===== src/rtl/nabp_filter_mapper_pkg.sv =====
// Shared constants and state types for the filtered-projection mapper.
// Widths and helpers are used by the mapper and its bus interface.
package nabp_filter_mapper_pkg;

  localparam int DATA_WIDTH  = 16;
  localparam int NO_SAMPLES  = 256;
  localparam int NO_ANGLES   = 180;
  localparam int POS_WIDTH   = 10;
  localparam int ADDR_WIDTH  = 16;

  localparam int ANGLE_WIDTH = $clog2(NO_ANGLES);
  localparam int SAMPLE_BITS = $clog2(NO_SAMPLES);

  localparam logic signed [POS_WIDTH-1:0] N_SAMP_POS =
    POS_WIDTH'(NO_SAMPLES);

  typedef enum logic {
    IDLE_S,
    MAP_S
  } mapper_states;

  typedef enum logic [1:0] {
    SH_IDLE_S,
    SH_KICK_S,
    SH_SHIFT_S,
    SH_DONE_S
  } shifter_states;

  // First RAM word of a projection row.
  function automatic logic [ADDR_WIDTH-1:0] angle_base(
    input logic [ANGLE_WIDTH-1:0] idx
  );
    return ADDR_WIDTH'(idx) * ADDR_WIDTH'(NO_SAMPLES);
  endfunction

endpackage


===== src/rtl/nabp_filter_mapper_if.sv =====
// Mapper bus: shifter controls, filtered RAM port, line buffer feed.
// master is the mapper side, slave is the surrounding fabric.
interface nabp_filter_mapper_if
  import nabp_filter_mapper_pkg::*;
();

  logic                   mp_kick;
  logic                   mp_shift_en;
  logic                   mp_done;
  logic [ANGLE_WIDTH-1:0] sc_angle_idx;
  logic [POS_WIDTH-1:0]   sc_start_pos;
  logic                   sc_reverse;

  logic [ADDR_WIDTH-1:0]  fr_addr;
  logic                   fr_en;
  logic [DATA_WIDTH-1:0]  fr_data;

  logic [DATA_WIDTH-1:0]  lb_val;
  logic                   lb_val_valid;
  logic                   busy;

  modport master (
    input  mp_kick,
    input  mp_shift_en,
    input  mp_done,
    input  sc_angle_idx,
    input  sc_start_pos,
    input  sc_reverse,
    output fr_addr,
    output fr_en,
    input  fr_data,
    output lb_val,
    output lb_val_valid,
    output busy
  );

  modport slave (
    output mp_kick,
    output mp_shift_en,
    output mp_done,
    output sc_angle_idx,
    output sc_start_pos,
    output sc_reverse,
    input  fr_addr,
    input  fr_en,
    output fr_data,
    input  lb_val,
    input  lb_val_valid,
    input  busy
  );

endinterface


===== src/rtl/nabp_filter_mapper.sv =====
// Filtered-projection address generator and sample fetcher.
// Out-of-detector positions are zero-filled for the line buffer.
module nabp_filter_mapper
  import nabp_filter_mapper_pkg::*;
(
  input  logic clk,
  input  logic reset,
  nabp_filter_mapper_if.master bus
);

  mapper_states state_q, state_d;

  logic signed [POS_WIDTH-1:0] pos_q, pos_d;
  logic [ADDR_WIDTH-1:0]       base_q, base_d;
  logic                        rev_q, rev_d;
  logic                        shift_q, shift_d;
  logic                        rng_q, rng_d;
  logic [DATA_WIDTH-1:0]       hold_q, hold_d;

  logic                        map_w;
  logic                        in_range;
  logic                        rd;
  logic signed [POS_WIDTH-1:0] step;
  logic [DATA_WIDTH-1:0]       lb_now;

  assign map_w    = (state_q == MAP_S);
  assign in_range = !pos_q[POS_WIDTH-1] && (pos_q < N_SAMP_POS);
  assign rd       = map_w && bus.mp_shift_en && !bus.mp_kick;
  assign step     = rev_q ? '1 : POS_WIDTH'(1);

  assign bus.fr_en   = rd && in_range;
  assign bus.fr_addr = base_q +
    ADDR_WIDTH'(pos_q[SAMPLE_BITS-1:0]);

  // Fresh sample on the cycle after a shift, otherwise the last one.
  assign lb_now = shift_q ? (rng_q ? bus.fr_data : '0) : hold_q;

  assign bus.lb_val       = lb_now;
  assign bus.lb_val_valid = shift_q;
  assign bus.busy         = map_w;

  // Next state: a kick always relatches, shifts step the position.
  always_comb begin
    state_d = state_q;
    pos_d   = pos_q;
    base_d  = base_q;
    rev_d   = rev_q;
    shift_d = rd;
    rng_d   = in_range;
    hold_d  = lb_now;
    unique case (1'b1)
      bus.mp_kick: begin
        state_d = MAP_S;
        pos_d   = bus.sc_start_pos;
        base_d  = angle_base(bus.sc_angle_idx);
        rev_d   = bus.sc_reverse;
      end
      (!bus.mp_kick && map_w): begin
        if (bus.mp_shift_en) pos_d = pos_q + step;
        if (bus.mp_done) state_d = IDLE_S;
      end
      default: ;
    endcase
  end

  // State and one-cycle read pipe; reset drops any in-flight read.
  always_ff @(posedge clk or posedge reset) begin
    if (reset) begin
      state_q <= IDLE_S;
      pos_q   <= '0;
      base_q  <= '0;
      rev_q   <= 1'b0;
      shift_q <= 1'b0;
      rng_q   <= 1'b0;
      hold_q  <= '0;
    end else begin
      state_q <= state_d;
      pos_q   <= pos_d;
      base_q  <= base_d;
      rev_q   <= rev_d;
      shift_q <= shift_d;
      rng_q   <= rng_d;
      hold_q  <= hold_d;
    end
  end

endmodule


===== src/flat_wrapper.sv =====
// flat-port wrapper written by rule: the top's interface ports become plain ports
module nabp_filter_mapper_flat import nabp_filter_mapper_pkg::*;
  (clk, reset, bus_mp_kick, bus_mp_shift_en, bus_mp_done, bus_sc_angle_idx, bus_sc_start_pos, bus_sc_reverse, bus_fr_addr, bus_fr_en, bus_fr_data, bus_lb_val, bus_lb_val_valid, bus_busy);
  nabp_filter_mapper_if bus_i ();
  input  logic clk;
  input  logic reset;
  input wire logic [$bits(bus_i.mp_kick)-1:0] bus_mp_kick;
  input wire logic [$bits(bus_i.mp_shift_en)-1:0] bus_mp_shift_en;
  input wire logic [$bits(bus_i.mp_done)-1:0] bus_mp_done;
  input wire logic [$bits(bus_i.sc_angle_idx)-1:0] bus_sc_angle_idx;
  input wire logic [$bits(bus_i.sc_start_pos)-1:0] bus_sc_start_pos;
  input wire logic [$bits(bus_i.sc_reverse)-1:0] bus_sc_reverse;
  output wire logic [$bits(bus_i.fr_addr)-1:0] bus_fr_addr;
  output wire logic [$bits(bus_i.fr_en)-1:0] bus_fr_en;
  input wire logic [$bits(bus_i.fr_data)-1:0] bus_fr_data;
  output wire logic [$bits(bus_i.lb_val)-1:0] bus_lb_val;
  output wire logic [$bits(bus_i.lb_val_valid)-1:0] bus_lb_val_valid;
  output wire logic [$bits(bus_i.busy)-1:0] bus_busy;
  assign bus_i.mp_kick = bus_mp_kick;
  assign bus_i.mp_shift_en = bus_mp_shift_en;
  assign bus_i.mp_done = bus_mp_done;
  assign bus_i.sc_angle_idx = bus_sc_angle_idx;
  assign bus_i.sc_start_pos = bus_sc_start_pos;
  assign bus_i.sc_reverse = bus_sc_reverse;
  assign bus_fr_addr = bus_i.fr_addr;
  assign bus_fr_en = bus_i.fr_en;
  assign bus_i.fr_data = bus_fr_data;
  assign bus_lb_val = bus_i.lb_val;
  assign bus_lb_val_valid = bus_i.lb_val_valid;
  assign bus_busy = bus_i.busy;
  nabp_filter_mapper u_core (.clk(clk), .reset(reset), .bus(bus_i));
endmodule

===== config.mk =====
export PLATFORM = sky130hd
export DESIGN_NAME = nabp_filter_mapper_flat
export DESIGN_NICKNAME = d
export VERILOG_FILES = /design/src/rtl/nabp_filter_mapper_pkg.sv /design/src/rtl/nabp_filter_mapper_if.sv /design/src/rtl/nabp_filter_mapper.sv /design/src/flat_wrapper.sv
export SDC_FILE = /design/constraint.sdc
export NUM_CORES = 1
export LEC_CHECK = 0
export CORE_MARGIN = 1.5
export CORE_UTILIZATION = 25
export DETAILED_ROUTE_END_ITERATION = 10
export HOLD_SLACK_MARGIN = 0.05
export SLEW_MARGIN = 20
export SYNTH_ARGS = -nofsm -noshare
export SYNTH_HDL_FRONTEND = slang
export SYNTH_SLANG_ARGS = --single-unit

===== constraint.sdc =====
create_clock -name clk -period 2.3 [get_ports clk]
set_input_delay 0.46 -clock clk [delete_from_list [all_inputs] [get_ports clk]]
set_output_delay 0.46 -clock clk [all_outputs]
set_load 0.01 [all_outputs]

# After elaboration in Yosys (flattened, before gate mapping)
# Index checks and enable logic that the tools add are counted.
# Widths: inputs -> output; s select.
dict set report word_totals {
  register_bits 38
  latchBits 0
  ramBits 0
  romBits 0
  inputBits 40
  n_memories 0
}
dict set report op_classes {
  addsub 2
  n_mul 0
  div 0
  n_lt_le_gt_ge 1
  eq_ne 2
  shift 0
  n_mux 7
  bitwise 0
  n_reduce_logical 10
}
# cell n
set op_table {}
lappend op_table {{$mux 16} 2}
lappend op_table {{$mux 10} 2}
lappend op_table {{$pmux 10 s2} 1}
lappend op_table {{$add 16x8->16} 1}
lappend op_table {{$add 10x10->10} 1}
lappend op_table {{$lt 10x10->1 const B} 1}
lappend op_table {{$logic_and 1x1->1} 5}
lappend op_table {{$ne 2x2->1 const B} 2}
lappend op_table {{$reduce_and 2->1} 2}
lappend op_table {{$logic_not 1->1} 2}
lappend op_table {{$pmux 1 s2} 1}
lappend op_table {{$reduce_bool 2->1} 1}
lappend op_table {{$mux 1} 1}

# Longest topological paths before layout
dict set report depth {
  ltp_word 4
  mapped_depth 6
  ltp_nobuf 6
}

# Worst setup path after synthesis
# Ideal clock, no wire load.
dict set report synth_timing {
  path_kind {reg2reg}
  start {register u_core.pos_q[0]}
  end {register u_core.pos_q[8]}
  setup_time_ns 0.077
  arrival_time_ns 1.879
  path_slack_ns 0.343
  stages_incl_launch_ff 7
  path_buffers 0
  period_less_slack_ns 1.957
  cell_sequence {dfrtp_1 -> fa_1 -> a211oi_2 -> o211ai_1 -> nand3_1 -> or3b_1 -> a21oi_1}
}
dict set report synth_via {
  elab_chain_cells 3
}
# element line_no
set synth_rtl {}
lappend synth_rtl {{start: declaration} nabp_filter_mapper.sv:13} ;# logic signed [POS_WIDTH-1:0] pos_q, pos_d;
lappend synth_rtl {{start signal: assignment} nabp_filter_mapper.sv:78} ;# pos_q <= pos_d;
lappend synth_rtl {{$add 10x10->10} nabp_filter_mapper.sv:59} ;# if (bus.mp_shift_en) pos_d = pos_q + step;
lappend synth_rtl {{$mux 10} nabp_filter_mapper.sv:59}
lappend synth_rtl {{$pmux 10 s2} nabp_filter_mapper.sv:51} ;# unique case (1'b1)
# Every way passes these cells. The select of a mux whose other input is x is not followed.
# A chain may end at the register's enable or synchronous reset.

# Worst setup path after layout
dict set report layout_timing {
  start {register u_core.shift_q (netlist: u_core.bus.lb_val_valid)}
  end {output bus_lb_val[13]}
}
dict set report layout_via {
  elab_chain_cells 1
}
# element line_no
set layout_rtl {}
lappend layout_rtl {{start: declaration} nabp_filter_mapper.sv:16} ;# logic shift_q, shift_d;
lappend layout_rtl {{start signal: assignment} nabp_filter_mapper.sv:81} ;# shift_q <= shift_d;
lappend layout_rtl {{$mux 16} nabp_filter_mapper.sv:36} ;# assign lb_now = shift_q ? (rng_q ? bus.fr_data : '0) : hold_q;
lappend layout_rtl {{end: declaration} flat_wrapper.sv:16} ;# output wire logic [$bits(bus_i.lb_val)-1:0] bus_lb_val;
# Every way passes these cells.

==> out/metrics.yaml <==
outcome: "finished, final reports clean"
end_kind: "primary output"
dieWidth_um: 92.5
place_hpwl_um: 3430
hold_viol_final: 0
grt_pass1_wl_um: 7880
grt_pass1_vias: 1648
fin_skew_ns: 0.00575
synth_cell_type_count: 36
drc: 0
ioPinCount: 75
multi_input_area_um2: 885
finalWorstSetupSlack_ns: 0.106
firstDrtPassIters: 4
min_path_cells: 1
switching_share_pct: 31.3
final_util_pct: 37.7
routed_wl_um: 4700
overflow: 0
worstRegToRegCells: 6
gp_congestion: 0.741
powerDensity_mw_per_mm2: 670
final_layout_size_suffix_gt1_share_pct: 11.0
final_antenna_net_count: 0
min_to: "u_core.rng_q"
tritoncts: "yes"
rows: 32
post_cts.repair.setup_buffers: 0
stdcell_count: 384
start_kind: "flip-flop"
routedWlPerCell_um: 12.2
fillers: 782
synth_most_common_cell: "dfrtp_1"
p_seq_share_pct: 41.5
die_h_um: 92.5
finalMaxSlewViolations: 0
arrival_ns: 1.73
synth_cells: 209
internal_power_uw: 1340
grt_use_total_pct: 11.7
postSynthNetCount: 258
hold_path_class: "flip-flop to flip-flop"
post-place-ws_ns: -0.164
vias: 1672
ir_drop_v: 0.000267
worst_pin_slew_ns: 0.500
antenna_found_initial: 0
dp_cells: 376
io_buffer_count: 74
syn_area_per_cell_um2: 9.57
yosys_most_used_dff: "dfrtp_1"
reg2reg_from: "u_core.rev_q"
final-seq-area_um2: 953
start_util_pct: 25.9
die_area_mm2: 0.00855
cp.required_ns: 1.84
worstHoldStart: "u_core.pos_q[8]"
worstSetupPathType: "flip-flop to primary output"
cts_sinks: 38
synth_area_mm2: 0.00200
design_area_mm2: 0.00291
cts_hold_buf: 0
clock.fmax_mhz: 456
drv_cap: 0
num-nets-final: 330
rrSetupSlack_ns: 0.19
synth_common_cells: "dfrtp_1, nand2_1, o21ai_0, inv_1, a21oi_1"
ys_ff_latch: 38
p_comb_share_pct: 33.7
cts.clk_slew.worst_paths_ns: 0.08
first_iter_violations: 50
async_flop_share_pct: 100
post-synth-top-area-cell: "dfrtp_1"
power.switching_uw: 610
finalSetupTns_ns: 0
placed_area_mm2: 0.00284
period_needed_ns: 2.19
synth_seq_area_share_pct: 47.5
viasPerCell: 4.35
critPathMaxFanout: 12
clock_latency_ns: 0.29
worstReg2RegEnd: "u_core.pos_q[8]"
yosysWarnings: 0
clockBufferDepth: 2
ys_top_cells_by_area: "dfrtp_1, o21ai_0, mux2_2"
rsz0062_at_grt: "false"
finalCritPeriodShare_pct: 95.4
clkPwrFrac_pct: 24.8
grt_max_degree: 39
max_slew_margin_pct: 66.6
antennaDiodeCount: 0
h-tree-depth: 2
core_area_mm2: 0.00773
cts-root-buf: "clkbuf_8"
synthToLayoutAreaGrowth_pct: 45.6
synth-edff-count: 0
synth_top_area_share_pct: 47.5
cts_made_buffers: 5
setup_viol: 0
power.leakage_uw: 0.00130
==> through the flow <==
stage               hold WS, ns  power (µW)
floorplan                 0.444        1230
global placement          0.486        1500
detailed placement        0.480        1510
CTS                       0.491        1990
global route              0.523        2090
finish                    0.486        1950
==> per-layer routing <==
layer / GRT usage (%) / share of wire (%) / vias to the layer above
met3: 3.94 / 8.1 / 6
met2: 17.3 / 43 / 59
met1: 16.2 / 48 / 763
met4: 3.08 / 0.87 / 0
li1: - / - / 844
met5: 0 / 0 / -
==> area by class of cell <==
| cell class | instances | area share, % |
|---|---|---|
| sequential | 38 | 32.7 |
| multi-input combinational | 135 | 30.4 |
| timing repair buffer | 82 | 26.9 |
| tap | 102 | 4.38 |
| clock buffer | 7 | 2.96 |
| inverter | 19 | 2.45 |
| clock inverter | 1 | 0.172 |
==> how the worst max path moves through the flow <==
stage / from / to / slack [ns] / cells past startpoint
5_1_grt: bus_mp_shift_en / bus_fr_en / 0.002 / 5
6_report: u_core.bus.lb_val_valid / bus_lb_val[13] / 0.11 / 3
3_3_place_gp: bus_mp_shift_en / bus_fr_en / -0.14 / 5
2_1_floorplan: u_core.pos_q[0] / u_core.pos_q[8] / 0.34 / 6
3_5_place_dp: bus_mp_shift_en / bus_fr_en / -0.16 / 5
4_1_cts: u_core.bus.lb_val_valid / bus_lb_val[6] / 0.004 / 5
==> worst max-delay path: stages (launching register included) <==
cell,delay (ns)
dfrtp_2,0.46
buf_4,0.19
o21ai_0,0.20
clkdlybuf4s50_1,0.59
==> layout by cell type (no fill, tap or decap), types with 3 or more instances in the layout <==
cell and instances:
nor2_1 9, ha_1 8, mux2_2 9, nand3_1 4, mux2i_1 3, clkbuf_8 6, nor3_1 6, clkdlybuf4s50_1 58
dfrtp_1 36, inv_1 19, a21oi_1 14, buf_4 8, o21ai_1 4, a21o_1 3, dlygate4sd2_1 15, nand2_1 26
o21ai_0 23
==> cells by family after synthesis <==
family / count (synthesis) / synth area share, %
compound gates: 54 / 16.7
xor+xnor: 3 / 1.31
fa+ha+maj: 9 / 6.00
buf+inv: 36 / 8.26
flops: 38 / 47.5
mux: 12 / 6.57
simple gates: 57 / 13.6
==> power groups by stage <==
stage               sequential, µW  clock (µW)  combinational, µW
finish                         809         483                658
global route                   824         528                739
CTS                            810         509                669
detailed placement             823           0                692
global placement               820           0                685
floorplan                      820           0                410
==> flip-flops by register name, summed over array words and instances, names as in the netlist <==
name                     flops
u_core.hold_q               16
u_core.base_q                8
u_core.pos_q                10
u_core.bus.lb_val_valid      1
u_core.rng_q                 1
u_core.rev_q                 1
u_core.bus.busy              1
==> timing repair <==
item                       4_1_cts  5_1_grt
setup endpoints to repair       16        3
cloned                           0        0
resized for setup               16        2
hold endpoints to repair         0        0
Note: power is estimated with default switching activity, not from simulation.
